[src/rtl/ddr3_wb_arbiter.sv]
// Two-master round-robin arbiter in front of the DDR3 controller's pipelined Wishbone port.
// Ownership lasts a whole cyc; outstanding requests per owner are capped at 2**LGMAXBURST.
module ddr3_wb_arbiter #(
  parameter int WB_ADDR_BITS = 24,
  parameter int WB_DATA_BITS = 128,
  parameter int WB_SEL_BITS  = WB_DATA_BITS/8,
  parameter int LGMAXBURST   = 5
) (
  input  logic                    i_controller_clk,
  input  logic                    i_rst,
  input  logic                    i_m0_cyc,
  input  logic                    i_m0_stb,
  input  logic                    i_m0_we,
  input  logic [WB_ADDR_BITS-1:0] i_m0_addr,
  input  logic [WB_DATA_BITS-1:0] i_m0_data,
  input  logic [WB_SEL_BITS-1:0]  i_m0_sel,
  output logic                    o_m0_stall,
  output logic                    o_m0_ack,
  output logic                    o_m0_err,
  output logic [WB_DATA_BITS-1:0] o_m0_data,
  input  logic                    i_m1_cyc,
  input  logic                    i_m1_stb,
  input  logic                    i_m1_we,
  input  logic [WB_ADDR_BITS-1:0] i_m1_addr,
  input  logic [WB_DATA_BITS-1:0] i_m1_data,
  input  logic [WB_SEL_BITS-1:0]  i_m1_sel,
  output logic                    o_m1_stall,
  output logic                    o_m1_ack,
  output logic                    o_m1_err,
  output logic [WB_DATA_BITS-1:0] o_m1_data,
  output logic                    o_wb_cyc,
  output logic                    o_wb_stb,
  output logic                    o_wb_we,
  output logic [WB_ADDR_BITS-1:0] o_wb_addr,
  output logic [WB_DATA_BITS-1:0] o_wb_data,
  output logic [WB_SEL_BITS-1:0]  o_wb_sel,
  input  logic                    i_wb_stall,
  input  logic                    i_wb_ack,
  input  logic                    i_wb_err,
  input  logic [WB_DATA_BITS-1:0] i_wb_data
);

  typedef enum logic [1:0] {IDLE, GRANT0, GRANT1} state_t;

  localparam logic [LGMAXBURST:0] MAX_CNT = {1'b1, {LGMAXBURST{1'b0}}};
  localparam logic [LGMAXBURST:0] ONE     = {{LGMAXBURST{1'b0}}, 1'b1};

  state_t              state;
  logic                last;
  logic [LGMAXBURST:0] count;

  logic g0, g1, granted, own_cyc, own_stb, full, accept, resp;

  always_comb begin
    g0      = (state == GRANT0);
    g1      = (state == GRANT1);
    granted = g0 | g1;
    own_cyc = g1 ? i_m1_cyc : i_m0_cyc;
    own_stb = g1 ? i_m1_stb : i_m0_stb;
    full    = (count == MAX_CNT);

    // A dropped cyc also kills the strobe so an aborting master cannot sneak in one more request
    o_wb_cyc  = granted & own_cyc;
    o_wb_stb  = granted & own_cyc & own_stb & ~full;
    o_wb_we   = g1 ? i_m1_we   : i_m0_we;
    o_wb_addr = g1 ? i_m1_addr : i_m0_addr;
    o_wb_data = g1 ? i_m1_data : i_m0_data;
    o_wb_sel  = g1 ? i_m1_sel  : i_m0_sel;

    o_m0_stall = ~g0 | i_wb_stall | full;
    o_m1_stall = ~g1 | i_wb_stall | full;
    o_m0_ack   = g0 & i_wb_ack;
    o_m1_ack   = g1 & i_wb_ack;
    o_m0_err   = g0 & i_wb_err;
    o_m1_err   = g1 & i_wb_err;
    o_m0_data  = i_wb_data;
    o_m1_data  = i_wb_data;

    accept = o_wb_stb & ~i_wb_stall;
    resp   = i_wb_ack | i_wb_err;
  end

  always_ff @(posedge i_controller_clk) begin
    if (i_rst) begin
      state <= IDLE;
      count <= '0;
      last  <= 1'b1;
    end else begin
      case (state)
        IDLE: begin
          count <= '0;
          if (i_m0_cyc && (!i_m1_cyc || last)) begin
            state <= GRANT0;
            last  <= 1'b0;
          end else if (i_m1_cyc) begin
            state <= GRANT1;
            last  <= 1'b1;
          end
        end
        GRANT0, GRANT1: begin
          // Release aborts whatever is still outstanding; the controller drops it with cyc
          if (!own_cyc) begin
            state <= IDLE;
            count <= '0;
          end else if (accept && !resp) begin
            count <= count + ONE;
          end else if (!accept && resp && count != '0) begin
            count <= count - ONE;
          end
        end
        default: begin
          state <= IDLE;
          count <= '0;
        end
      endcase
    end
  end

endmodule
[config.mk]
export PLATFORM = sky130hd
export DESIGN_NAME = ddr3_wb_arbiter
export DESIGN_NICKNAME = d
export VERILOG_FILES = /design/src/rtl/ddr3_wb_arbiter.sv
export SDC_FILE = /design/constraint.sdc
export NUM_CORES = 1
export LEC_CHECK = 0
export CELL_PAD_IN_SITES_DETAIL_PLACEMENT = 2
export CELL_PAD_IN_SITES_GLOBAL_PLACEMENT = 2
export CORE_AREA = 2 2 349 351
export DETAILED_ROUTE_END_ITERATION = 8
export DIE_AREA = 0 0 351 353
export PLACE_DENSITY_LB_ADDON = 0.1
export SLEW_MARGIN = 5
export SYNTH_ARGS = -nofsm -noshare
export SYNTH_HDL_FRONTEND = slang
export SYNTH_SLANG_ARGS = --single-unit
[constraint.sdc]
create_clock -name i_controller_clk -period 2.81 [get_ports i_controller_clk]
set_input_delay 0.4215 -clock i_controller_clk [delete_from_list [all_inputs] [get_ports i_controller_clk]]
set_output_delay 0.4215 -clock i_controller_clk [all_outputs]
set_load 0.02 [all_outputs]
=== Word-level counts from Yosys, hierarchy flattened ===
Index checks and enable logic that the tools add are counted.

* Register bits after elaboration: 9
* Bits of input ports: 475

* $add $sub $neg: 2
* Equal/unequal tests: 5
* Multiplexer cells: 14
* Bitwise logic cells: 20
* Reduce and logical (&&, ||, !) cells: 16

{| class="wikitable"
|+ Operator list
! operator !! count
|-
| two-way mux 128 bit || 1
|-
| two-way mux 24 bit || 1
|-
| two-way mux 16 bit || 1
|-
| two-way mux 6 bit || 2
|-
| bitwise AND 1 bit || 8
|-
| adder 6 x 1 -> 6 bit (second input constant) || 1
|-
| == test 6 bit (second input constant) || 1
|-
| two-way mux 2 bit || 3
|-
| NOT 1 bit || 6
|-
| OR 1 bit || 6
|-
| nonzero test 6 bit || 1
|-
| subtractor 6 x 1 -> 6 bit (second input constant) || 1
|-
| two-way mux 1 bit || 5
|-
| logical AND 1 bit || 4
|-
| case mux 2 bit (2 select lines) || 1
|-
| AND reduction 2 bit || 2
|-
| nonzero test 2 bit || 2
|-
| zero test 1 bit || 3
|-
| inequality test 3 bit (second input constant) || 1
|-
| OR reduction 3 bit || 1
|-
| == test 2 x 1 -> 1 bit (second input constant) || 1
|-
| == test 2 bit (second input constant) || 1
|-
| zero test 2 bit || 1
|-
| inequality test 2 bit (second input constant) || 1
|-
| 2 further kinds || 2
|}

=== Logic depth before layout (Yosys ltp) ===
Gate-level depths: netlist of run 1.

* Word-level depth: 11
* Gate-level depth with buffers: 13
* Mapped depth without buffers: 12

=== Worst setup path before layout of run 1 ===
OpenSTA, ideal clock, no wires.

* Kind: reg2reg
* Start: reg state[0]
* End: reg count[5]
* Setup time: 0.072 ns
* Data arrival time: 2.683 ns
* Required time: 2.738 ns
* Slack: 0.055 ns
* Stages on the path, launching flop included: 14
* Clock period less this slack: 2.755 ns
* Cells stage by stage: dfxtp_1 inv_1 ha_1 nand4b_1 a21oi_1 and3_1 buf_6 inv_1 ha_1 a21oi_1 nor2_1 a2111oi_1 mux2i_1 mux2i_1

* Longest elaborated chain between the ends: 10
* Elaborated cells on any way between the ends: 19

{| class="wikitable"
|+ Ends and longest elaborated chain
! item !! line !! text
|-
| start, declared || 48 || <nowiki>state_t state;</nowiki>
|-
| start signal, assigned || 85 || <nowiki>state <= IDLE;</nowiki>
|-
| start signal, assigned || 93 || <nowiki>state <= GRANT0;</nowiki>
|-
| start signal, assigned || 96 || <nowiki>state <= GRANT1;</nowiki>
|-
| == test 2 x 1 -> 1 bit or == test 2 bit (tied branches) || 55, 89, 56 ||
|-
| OR 1 bit or two-way mux 1 bit (tied branches) || 57, 58 ||
|-
| bitwise AND 1 bit (3 in series) || 64 || <nowiki>o_wb_stb = granted & own_cyc & own_stb & ~full;</nowiki>
|-
| bitwise AND 1 bit || 79 || <nowiki>accept = o_wb_stb & ~i_wb_stall;</nowiki>
|-
| zero test 1 bit || 107 || <nowiki>end else if (!accept && resp && count != '0) begin</nowiki>
|-
| logical AND 1 bit (2 in series) || 107 ||
|-
| nonzero test 2 bit (no line) || -- ||
|-
| end signal, assigned || 106 || <nowiki>count <= count + ONE;</nowiki>
|-
| end signal, assigned || 108 || <nowiki>count <= count - ONE;</nowiki>
|-
| end, declared || 50 || <nowiki>logic [LGMAXBURST:0] count;</nowiki>
|}

Parallel ways exist; a longest one is shown, timed or not.
A chain may end at the register's enable or synchronous reset.

=== Final worst setup path of run 1 ===
* Start: in i_m0_cyc
* End: reg count[5]

* Longest elaborated chain between the ends: 9
* Elaborated cells on any way between the ends: 13

{| class="wikitable"
|+ Ends and longest elaborated chain
! item !! line !! text
|-
| start, declared || 11 || <nowiki>input logic i_m0_cyc,</nowiki>
|-
| two-way mux 1 bit * || 58 || <nowiki>own_cyc = g1 ? i_m1_cyc : i_m0_cyc;</nowiki>
|-
| bitwise AND 1 bit (3 in series) || 64 ||
|-
| bitwise AND 1 bit || 79 ||
|-
| zero test 1 bit || 107 ||
|-
| logical AND 1 bit (2 in series) || 107 ||
|-
| nonzero test 2 bit (no line) || -- ||
|}

Every way passes the cells marked *; elsewhere a longest branch is shown, timed or not.

==> reports/metrics.yaml, run 1 <==
placed_design:
  place_congestion: 0.705
  placed_cells: 2438
  place.detailed.hpwl_um: 39900
  portBuffers: 523
  pre_cts_ws_ns: -0.612
  placed_area_um2: 10100
sta:
  slew_headroom: 0.597
  fin_crit_ns: 2.83
  worst_slew_pin_slew_ns: 0.604
  maxSlewViolCount: 0
  max_freq_mhz: 353
  clock_skew_ns: 0.00663
  fin_crit_sh: 1.01
  fin_ws_ns: -0.0210
  hold_slack_ns: 0.498
  finalSetupTns_ns: -0.0210
  hold_viol_final: 0
  rsz0062_at_grt: "true"
  setup_violations: 1
clocking:
  cts-buffers-inserted: 3
  h-tree-depth: 1
  path_clk_slew_ns: 0.05
  holdBufCountCts: 0
  numClockSinks: 9
  clockBufferDepth: 2
  insertion_delay_ns: 0.24
  cts-root-buf: "clkbuf_16"
  cts_tree: "done"
power_and_ir_drop:
  peakVddDrop_v: 0.000176
  leakage_nw: 3.45
  p_total_mw: 2.53
  p_per_area_nw_per_um2: 242
synth:
  syn_area_um2: 4640
  ys_seq_area_frac: 0.0388
  avgSynthCellArea_um2: 8.67
  syn_inst: 535
  ys_ff_latch: 9
  ys_warn_count: 0
  synthesis.nets: 1018
  yosysUniqueCellTypes: 33
setup_path:
  crit_path_end_kind: "flop"
  critical_path_required_ns: 2.99
  cp_slowest_stage_delay_ns: 0.49
  crit_fanout: 4
  worstSetupPathType: "input pin to flop"
  crit_family: "buffers and inverters"
  crit_buf_inv: 5
  crit_arrival_ns: 3.01
  cpMostUsedCell: "buf_6"
  crit_path_cell_trace: "clkdlybuf4s50_1 > nand4b_1 > a21oi_2 > buf_6 > and3_4 > inv_4 > buf_6 > ha_4 > nand3_2 > nor2_2 > a2111oi_2 > buf_4 > mux2i_2 > mux2i_1"
  slowest_stage: "clkdlybuf4s50_1"
  startpoint_type: "input pin"
detailed_routing:
  vias: 4838
  wirelength_um: 45100
  drt_iter0_markers: 93
  drcViolationCount: 0
  via_per_inst: 1.97
  ant_nets: 0
  wl_per_cell_um: 18.3
  first_pass_iters: 4
cells_and_area:
  drive_gt1_frac: 0.331
  area_delta_synth_final_pct: 125
  stdcell_count: 2458
  nets: 1313
  utilization: 0.0866
  finalInstanceArea_um2: 10400
worst_hold_path:
  hp-class: "flop to flop"
global_routing:
  grt_antenna_before_repair: 10
  grt_pass1_wl_um: 55800
  grt_util_all_layers: 0.0675
  grt_pass1_vias: 5693
  grt_overflow: 0
  grt_max_degree: 41
floorplanning:
  core_um2: 121000
  rows: 128
  die-width_um: 351
  die_h_um: 353
  io-pin-count: 908
  die-area_um2: 124000
  initial_core_util: 0.0385
flow_run:
  maxCapViolCount: 0
outcome:
  violations: "negative setup slack"
  outcome: "finished, violations left"
area by class of cell:
cell class	instances	area (um^2)
diodes	4	10.0
clock buffers	4	78.8
fillers	14200	110000
inverters	8	32.5
multi-input cells	242	2520
flip-flops and latches	9	183
well taps	1625	2030
repair buffers	566	5590
synth_stat cells:
| cell type | count | area [um^2] |
|---|---|---|
| a2111oi_1 | 1 | 10.0 |
| a211oi_2 | 1 | 12.5 |
| a21o_1 | 1 | 7.51 |
| a21oi_1 | 7 | 35.0 |
| a31oi_1 | 1 | 6.26 |
| and2_1 | 4 | 25.0 |
| and3_1 | 4 | 25.0 |
| buf_2 | 19 | 95.1 |
| buf_4 | 256 | 1920 |
| buf_6 | 1 | 11.3 |
| dfxtp_1 | 9 | 180 |
| fa_1 | 1 | 20.0 |
| ha_1 | 7 | 87.6 |
| inv_1 | 8 | 30.0 |
| mux2_2 | 170 | 1910 |
| mux2i_1 | 2 | 20.0 |
| nand2_1 | 12 | 45.0 |
| nand3_1 | 2 | 10.0 |
| nand4_1 | 2 | 12.5 |
| nand4b_1 | 1 | 8.76 |
| nor2_1 | 6 | 22.5 |
| nor3_2 | 1 | 10.0 |
| o2111ai_1 | 1 | 8.76 |
| o211a_1 | 1 | 10.0 |
| o211ai_1 | 3 | 22.5 |
| o21ai_0 | 4 | 20.0 |
| o21ai_1 | 3 | 15.0 |
| o21bai_1 | 1 | 7.51 |
| or2_1 | 1 | 6.26 |
| or2_2 | 1 | 6.26 |
| or3_1 | 1 | 6.26 |
| xnor2_1 | 2 | 17.5 |
| xor2_1 | 1 | 8.76 |
tightest hold or removal path, stage by stage (launching register included):
cell     delay, ns
dfxtp_1       0.33
nand2_1       0.06
mux2i_1       0.06
flip-flops by register name, indices dropped and copies added, names as in the netlist:
signal and flops:
state 2, count 6, last 1
metal layers:
layer	share of wire	GRT usage	up-vias
met5	0.0012	0	-
met4	0.028	0.0187	10
met3	0.13	0.0365	130
met2	0.46	0.113	400
met1	0.38	0.0732	2154
li1	-	-	2144
where the power goes:
group	total, mW	leakage [nW]	internal [mW]	switching, mW
Sequential	0.140	0.0738	0.135	0.00510
Clock	0.271	0.0382	0.192	0.0795
Combinational	2.12	3.34	1.14	0.972
layout by cell type (no fill, tap or decap), drive strengths merged, types with 2 or more instances in the layout:
master	count
and2	4
clkbuf	6
clkdlybuf4s50	425
a21oi	7
nand3	2
dfxtp	9
dlygate4sd2	60
inv	8
and3	4
o211ai	3
mux2i	2
nor2	6
ha	7
o21ai	7
nand2	12
dlymetal6s2s	5
diode	4
nand4	2
xnor2	2
buf	74
mux2	170
or2	2
timing repair:
| action | CTS | global route |
|---|---|---|
| setup buffers | 1 | 9 |
| gates cloned | 1 | 2 |
| pin swaps | 2 | 12 |
| gates resized for setup | 85 | 19 |
| setup endpoints to repair | 140 | 51 |
final timing paths:
path / from / endpoint / slack (ns) / depth (start not counted)
setup / recovery: i_m0_cyc / count[5] / -0.02 / 14
hold / removal: count[5] / count[5] / 0.50 / 2
setup reg to reg: state[1] / count[5] / -0.02 / 15
hold reg to reg: count[5] / count[5] / 0.50 / 2
logic make-up after synthesis:
| family | after synthesis | share of synthesized area |
|---|---|---|
| buffers and inverters | 284 | 0.444 |
| muxes | 172 | 0.417 |
| and+or+nand+nor | 35 | 0.0383 |
| AOI/OAI and AO/OA | 24 | 0.0334 |
| DFF | 9 | 0.0388 |
| adders and majority gates | 8 | 0.0232 |
| xor gates and xnor gates | 3 | 0.00566 |
(Power assumes the default switching activity.)
==> run 2: changes to the inputs <==
CTS_CLUSTER_DIAMETER = 150   (was default)
HOLD_SLACK_MARGIN = 0.03   (was default)
==> results of run 2 <==
The final DEF is identical to that of run 1; final timing and power are the same.
